File: src/rtl/phoneme_sched_pkg.sv
// Shared types and defaults for the phoneme scheduler: FSM encoding, phoneme width, sizing defaults.
package phoneme_sched_pkg;

  localparam int unsigned PHONEME_W           = 6;
  localparam int unsigned DEPTH_DEFAULT       = 16;
  localparam int unsigned ACK_TIMEOUT_DEFAULT = 8;

  typedef logic [PHONEME_W-1:0] phoneme_t;

  typedef enum logic [1:0] {
    ST_IDLE      = 2'd0,
    ST_ISSUE     = 2'd1,
    ST_WAIT_ACK  = 2'd2,
    ST_WAIT_DONE = 2'd3
  } sched_state_e;

endpackage

File: src/rtl/phoneme_scheduler_if.sv
// Host-side and speech-datapath-side signals of the phoneme scheduler.
interface phoneme_scheduler_if
  import phoneme_sched_pkg::*;
#(
  parameter int unsigned DEPTH = DEPTH_DEFAULT
) ();

  phoneme_t                 in_data;
  logic                     in_valid;
  logic                     in_ready;
  logic                     flush;
  phoneme_t                 chat_data;
  logic                     chat_write;
  logic                     chat_busy;
  logic [$clog2(DEPTH):0]   level;
  logic                     idle;
  logic                     timeout_err;

  // Environment side: host plus speech datapath
  modport master (
    output in_data, in_valid, flush, chat_busy,
    input  in_ready, chat_data, chat_write, level, idle, timeout_err
  );

  // Scheduler side
  modport slave (
    input  in_data, in_valid, flush, chat_busy,
    output in_ready, chat_data, chat_write, level, idle, timeout_err
  );

endinterface

File: src/rtl/phoneme_fifo.sv
// Synchronous phoneme queue with flush; head is the oldest entry, read without a pop.
module phoneme_fifo
  import phoneme_sched_pkg::*;
#(
  parameter int unsigned DEPTH = DEPTH_DEFAULT
) (
  input  logic                   clk,
  input  logic                   rst,
  input  logic                   push,
  input  logic                   pop,
  input  logic                   flush,
  input  phoneme_t               wr_data,
  output phoneme_t               head,
  output logic [$clog2(DEPTH):0] level,
  output logic                   full,
  output logic                   empty
);

  localparam int unsigned AW = $clog2(DEPTH);
  localparam int unsigned LW = AW + 1;

  phoneme_t        mem [DEPTH];
  logic [AW-1:0]   wr_ptr;
  logic [AW-1:0]   rd_ptr;
  logic [LW-1:0]   count;
  logic            do_push;
  logic            do_pop;

  assign full    = (count == LW'(DEPTH));
  assign empty   = (count == '0);
  // Flush overrides both operations in the same cycle
  assign do_push = push && !full && !flush;
  assign do_pop  = pop && !empty && !flush;
  assign head    = mem[rd_ptr];
  assign level   = count;

  always_ff @(posedge clk) begin
    if (rst || flush) begin
      wr_ptr <= '0;
      rd_ptr <= '0;
      count  <= '0;
    end else begin
      if (do_push) wr_ptr <= wr_ptr + AW'(1);
      if (do_pop)  rd_ptr <= rd_ptr + AW'(1);
      case ({do_push, do_pop})
        2'b10:   count <= count + LW'(1);
        2'b01:   count <= count - LW'(1);
        default: count <= count;
      endcase
    end
  end

  always_ff @(posedge clk) begin
    if (do_push) mem[wr_ptr] <= wr_data;
  end

endmodule

File: src/rtl/phoneme_scheduler.sv
// Queues host phonemes and feeds them one at a time to the speech datapath,
// waiting for busy to rise and fall around each write, with an ack timeout.
module phoneme_scheduler
  import phoneme_sched_pkg::*;
#(
  parameter int unsigned DEPTH       = DEPTH_DEFAULT,
  parameter int unsigned ACK_TIMEOUT = ACK_TIMEOUT_DEFAULT
) (
  input  logic                clk,
  input  logic                rst,
  phoneme_scheduler_if.slave  bus
);

  localparam int unsigned LW = $clog2(DEPTH) + 1;
  localparam int unsigned TW = $clog2(ACK_TIMEOUT + 1);

  sched_state_e    state;
  sched_state_e    state_next;
  logic [TW-1:0]   tmo_cnt;
  logic            set_err;
  logic            in_ready;
  logic            push;
  logic            pop;
  logic            full;
  logic            empty;
  phoneme_t        head;
  logic [LW-1:0]   level;
  phoneme_t        chat_data;
  logic            chat_write;
  logic            timeout_err;

  assign in_ready = !full && !rst;
  assign push     = bus.in_valid && in_ready && !bus.flush;
  assign pop      = (state == ST_ISSUE);

  phoneme_fifo #(
    .DEPTH (DEPTH)
  ) u_fifo (
    .clk     (clk),
    .rst     (rst),
    .push    (push),
    .pop     (pop),
    .flush   (bus.flush),
    .wr_data (bus.in_data),
    .head    (head),
    .level   (level),
    .full    (full),
    .empty   (empty)
  );

  // Next state; a same-cycle push into an empty queue starts an issue immediately
  always_comb begin
    state_next = state;
    set_err    = 1'b0;
    case (state)
      ST_IDLE: begin
        if (!bus.chat_busy && !bus.flush && (!empty || push)) state_next = ST_ISSUE;
      end
      ST_ISSUE: begin
        state_next = ST_WAIT_ACK;
      end
      ST_WAIT_ACK: begin
        if (bus.chat_busy) begin
          state_next = ST_WAIT_DONE;
        end else if (tmo_cnt == TW'(ACK_TIMEOUT - 1)) begin
          state_next = ST_IDLE;
          set_err    = 1'b1;
        end
      end
      ST_WAIT_DONE: begin
        if (!bus.chat_busy) state_next = ST_IDLE;
      end
      default: state_next = ST_IDLE;
    endcase
  end

  always_ff @(posedge clk) begin
    if (rst) begin
      state       <= ST_IDLE;
      tmo_cnt     <= '0;
      chat_write  <= 1'b0;
      chat_data   <= '0;
      timeout_err <= 1'b0;
    end else begin
      state      <= state_next;
      chat_write <= (state_next == ST_ISSUE);
      // Head is captured on entry to ISSUE, bypassing the queue when it is empty
      if (state_next == ST_ISSUE) chat_data <= empty ? bus.in_data : head;
      if (set_err) timeout_err <= 1'b1;
      if (state == ST_WAIT_ACK && state_next == ST_WAIT_ACK) tmo_cnt <= tmo_cnt + TW'(1);
      else                                                   tmo_cnt <= '0;
    end
  end

  assign bus.in_ready    = in_ready;
  assign bus.level       = level;
  assign bus.chat_data   = chat_data;
  assign bus.chat_write  = chat_write;
  assign bus.timeout_err = timeout_err;
  assign bus.idle        = empty && (state == ST_IDLE) && !bus.chat_busy;

endmodule

File: src/flat_wrapper.sv
// flat-port wrapper written by rule: the top's interface ports become plain ports
module phoneme_scheduler_flat import phoneme_sched_pkg::*;
#(
  parameter int unsigned DEPTH       = DEPTH_DEFAULT,
  parameter int unsigned ACK_TIMEOUT = ACK_TIMEOUT_DEFAULT
)
  (clk, rst, bus_in_data, bus_in_valid, bus_flush, bus_chat_busy, bus_in_ready, bus_chat_data, bus_chat_write, bus_level, bus_idle, bus_timeout_err);
  phoneme_scheduler_if #(.DEPTH(DEPTH)) bus_i ();
  input  logic clk;
  input  logic rst;
  input wire logic [$bits(bus_i.in_data)-1:0] bus_in_data;
  input wire logic [$bits(bus_i.in_valid)-1:0] bus_in_valid;
  input wire logic [$bits(bus_i.flush)-1:0] bus_flush;
  input wire logic [$bits(bus_i.chat_busy)-1:0] bus_chat_busy;
  output wire logic [$bits(bus_i.in_ready)-1:0] bus_in_ready;
  output wire logic [$bits(bus_i.chat_data)-1:0] bus_chat_data;
  output wire logic [$bits(bus_i.chat_write)-1:0] bus_chat_write;
  output wire logic [$bits(bus_i.level)-1:0] bus_level;
  output wire logic [$bits(bus_i.idle)-1:0] bus_idle;
  output wire logic [$bits(bus_i.timeout_err)-1:0] bus_timeout_err;
  assign bus_i.in_data = bus_in_data;
  assign bus_i.in_valid = bus_in_valid;
  assign bus_i.flush = bus_flush;
  assign bus_i.chat_busy = bus_chat_busy;
  assign bus_in_ready = bus_i.in_ready;
  assign bus_chat_data = bus_i.chat_data;
  assign bus_chat_write = bus_i.chat_write;
  assign bus_level = bus_i.level;
  assign bus_idle = bus_i.idle;
  assign bus_timeout_err = bus_i.timeout_err;
  phoneme_scheduler #(.DEPTH(DEPTH), .ACK_TIMEOUT(ACK_TIMEOUT)) u_core (.clk(clk), .rst(rst), .bus(bus_i));
endmodule
File: config.mk
export PLATFORM = sky130hd
export DESIGN_NAME = phoneme_scheduler_flat
export DESIGN_NICKNAME = d
export VERILOG_FILES = /design/src/rtl/phoneme_sched_pkg.sv /design/src/rtl/phoneme_scheduler_if.sv /design/src/rtl/phoneme_fifo.sv /design/src/rtl/phoneme_scheduler.sv /design/src/flat_wrapper.sv
export SDC_FILE = /design/constraint.sdc
export NUM_CORES = 1
export LEC_CHECK = 0
export ABC_AREA = 1
export CAP_MARGIN = 20
export CORE_MARGIN = 3
export CORE_UTILIZATION = 47
export DETAILED_ROUTE_END_ITERATION = 8
export PLACE_DENSITY_LB_ADDON = 0.25
export SKIP_CTS_REPAIR_TIMING = 1
export SYNTH_ARGS = -nofsm -noshare
export SYNTH_HDL_FRONTEND = slang
export SYNTH_SLANG_ARGS = --single-unit
File: constraint.sdc
create_clock -name clk -period 2.4 [get_ports clk]
set_clock_uncertainty 0.05 [all_clocks]
set_input_delay 0.36 -clock clk [delete_from_list [all_inputs] [get_ports clk]]
set_output_delay 0.36 -clock clk [all_outputs]
set_load 0.01 [all_outputs]
==> flow_summary.ini <==
[sta]
maxClockFrequency_mhz = 448
slew_at_the_pin_closest_to_its_max_slew_limit_ns = 0.839
final-hold-violation-count = 0
timing_max_transition_violations_final = 0
period_share_pct = 93.0
finalWorstPathRequiredPeriod_ns = 2.23
timing.final.setup_violations = 0
fin_hold_ws_ns = 0.418
unrepaired_setup_endpoints_after_global_routing = no
relSlewSlack_pct = 44.0

[worst_setup_path]
timing.setup.critical_path_class = reg2reg
cp-start-kind = flop
slowest_delay_ns = 0.37
crit_arrival_ns = 2.53
timing.critical_path.buf_inv = 1
path_delay_family = simple AND/OR/NAND/NOR gates
path_cells = nor2_2 > nand4_1 > nand2_4 > ha_1 > buf_4 > xor2_1 > nand4_1 > nand2_1 > nand2_1 > nand2_1 > nand2_1 > a21oi_1
worst_path_slowest_cell = sky130_fd_sc_hd__dfxtp_1
largest_fanout_of_any_net_on_the_critical_path = 5
cp-end-kind = flop
critPathMostFrequentCell = sky130_fd_sc_hd__nand2_1
critPathRequiredTime_ns = 2.70

[detailed_routing]
drc = 0
route.detailed.wl_per_inst_um = 16.1
dr.pass1.iters = 5
detail_route.iter0.violations = 373
route.vias.total = 4115
route.final.wire_length_um = 12900
postRouteAntennaNets = 0
drt-vias-per-instance = 5.11

[final_layout]
num-fill-cells = 950
final_layout_size_suffix_gt1_share_pct = 12.1
design_area_sq_um = 6900
final_cells = 805
area_delta_synth_final_pct = 23.0
num_antenna_cells = 0
utilization_pct = 59.6
design.final.nets = 669

[floorplan]
i_o_pin_count = 26
fp.dieW_um = 115
core_area_sq_um = 11600
initial_core_util_pct = 48.5
rows = 39
die_height_um = 115
design.die.area_sq_um = 13300

[synthesis]
yosysUniqueCellTypes = 31
synthArstFlopShare_pct = 0
synth.top_cells.by_area = sky130_fd_sc_hd__edfxtp_1 (51%), sky130_fd_sc_hd__nand2_1 (12%), sky130_fd_sc_hd__dfxtp_1 (11%)
seq_area_frac_synth_pct = 62.5
yosysTopAreaCell = sky130_fd_sc_hd__edfxtp_1
synth-seq-cells = 127
synth-edff-count = 96
synth.most_common_cell = sky130_fd_sc_hd__nand2_1
number_of_warning_messages_in_the_yosys_log = 0
synth_nets = 610
synth_area_per_cell_sq_um = 9.51
synth.top_cells.by_count = sky130_fd_sc_hd__nand2_1 (181), sky130_fd_sc_hd__edfxtp_1 (96), sky130_fd_sc_hd__inv_1 (78)
post_synth_inst_count = 590
synth.top_cell.area_share_pct = 51.4
syn_area_sq_um = 5610
dominantRegCellSynth = sky130_fd_sc_hd__edfxtp_1

[global_route]
grt_util_all_layers_pct = 21.1
grt_start_max_net_pins = 49
grt_antenna_before_repair = 0
via_count_of_the_first_global_routing_pass = 4097
global_route_wire_length_before_repair_um = 21100
global_route.overflow_total = 0

[clocking]
worst_setup_hold_path_clk_slew_ns = 0.05
cts_inserted_buffers = 17
cts_root_buf = sky130_fd_sc_hd__clkbuf_16
tritoncts = done
cts.sink_count = 127
insertion_delay_ns = 0.41
cts_max_level = 4
clock_path_buffers = 2

[pwr]
power_density_over_cell_area_nw_per_um2 = 805
worst_ir_drop_vdd_uv = 414
static-leakage-power_nw = 2.89

[placement]
hpwl_um = 8530
buffer_ports.inserted = 25
postPlaceCellArea_sq_um = 6190
dp_cells = 773
globalplace.congestion = 0.857

[run_status]
status = complete, no violations

[worst_hold_path]
min_path_type = reg2reg

[job]
maxCapViolations = 0
## cell type report
cell class	instances	area, sq um	share of cell area [%]
clock inverters	14	263	3.81
clock buffers	18	429	6.22
well taps	143	179	2.59
repair buffers	61	523	7.58
multi-input cells	363	1700	24.7
flip-flops and latches	127	3500	50.8
inverters	79	297	4.30
## worst register-to-register path, cell delays in order (launching register included)
cell and delay (ns):
sky130_fd_sc_hd__dfxtp_1 0.37, sky130_fd_sc_hd__nor2_2 0.19, sky130_fd_sc_hd__nand4_1 0.24, sky130_fd_sc_hd__nand2_4 0.12, sky130_fd_sc_hd__ha_1 0.22, sky130_fd_sc_hd__buf_4 0.16
sky130_fd_sc_hd__xor2_1 0.28, sky130_fd_sc_hd__nand4_1 0.19, sky130_fd_sc_hd__nand2_1 0.11, sky130_fd_sc_hd__nand2_1 0.05, sky130_fd_sc_hd__nand2_1 0.05, sky130_fd_sc_hd__nand2_1 0.04
sky130_fd_sc_hd__a21oi_1 0.10
## metal layers
layer / up-vias / global-route usage (%) / share of wire [%]
met5: - / 0 / 0
met4: 0 / 6.89 / 1.6
met3: 16 / 5.89 / 6.2
met2: 131 / 32.9 / 48
met1: 1936 / 28.6 / 44
li1: 2032 / - / -
## power breakdown
group	switching, mW	internal (mW)	total (mW)	leakage [nW]
Combinational	0.106	0.0674	0.174	1.45
Sequential	0.00849	2.37	2.38	1.11
Clock	0.942	2.05	2.99	0.324
Total	1.06	4.49	5.55	2.89
## sequential cells by signal, summed over array words and instances (netlist names), named ones only
register                cells
u_core.u_fifo.wr_ptr        4
u_core.u_fifo.mem          96
u_core.state                2
u_core.tmo_cnt              4
u_core.bus.chat_write       1
u_core.bus.timeout_err      1
u_core.bus.chat_data        6
u_core.u_fifo.rd_ptr        4
u_core.u_fifo.level         5
## metrics by stage
stage,power [mW],setup WS (ns),setup TNS [ns]
5_1_grt,5.72,0.00436,0
2_1_floorplan,2.50,0.216,0
3_3_place_gp,2.60,-0.137,-0.277
4_1_cts,5.58,-0.0808,-0.0808
6_report,5.55,0.168,0
3_5_place_dp,2.60,-0.226,-0.548
## kinds of logic after synthesis
group / after synthesis / synth area share, %
fa+ha+maj: 9 / 2.01
simple gates: 320 / 24.4
xor+xnor: 6 / 0.937
buf+inv: 100 / 7.32
flops: 127 / 62.5
compound gates: 28 / 2.92
## layout by cell type, fill, tap and decap left out, types with 2 or more instances in the layout
cell type | netlist | routed
sky130_fd_sc_hd__nand3_1 | 75 | 75
sky130_fd_sc_hd__nand2_1 | 181 | 181
sky130_fd_sc_hd__dfxtp_1 | 31 | 30
sky130_fd_sc_hd__a21oi_1 | 14 | 14
sky130_fd_sc_hd__nor3_1 | 4 | 4
sky130_fd_sc_hd__inv_1 | 78 | 78
sky130_fd_sc_hd__nor2_1 | 46 | 46
sky130_fd_sc_hd__clkbuf_16 | 0 | 17
sky130_fd_sc_hd__edfxtp_1 | 96 | 96
sky130_fd_sc_hd__clkdlybuf4s50_1 | 0 | 24
sky130_fd_sc_hd__nand4_1 | 3 | 3
sky130_fd_sc_hd__bufinv_16 | 0 | 7
sky130_fd_sc_hd__ha_1 | 9 | 9
sky130_fd_sc_hd__nor2_2 | 3 | 3
sky130_fd_sc_hd__clkinv_4 | 0 | 2
sky130_fd_sc_hd__xor2_1 | 6 | 5
sky130_fd_sc_hd__a21oi_2 | 2 | 2
sky130_fd_sc_hd__buf_4 | 1 | 36
sky130_fd_sc_hd__clkinvlp_4 | 0 | 3
sky130_fd_sc_hd__o21ai_0 | 9 | 9
## worst paths after layout
check	depth (start not counted)	end	slack, ns	from
worst max-delay path	12	u_core.u_fifo.level[4]	0.17	u_core.u_fifo.level[3]
worst min-delay path	2	u_core.bus.timeout_err	0.42	u_core.bus.timeout_err
worst max register to register	12	u_core.u_fifo.level[4]	0.17	u_core.u_fifo.level[3]
worst min register to register	2	u_core.bus.timeout_err	0.42	u_core.bus.timeout_err
Note: power is estimated with default switching activity, not from simulation.
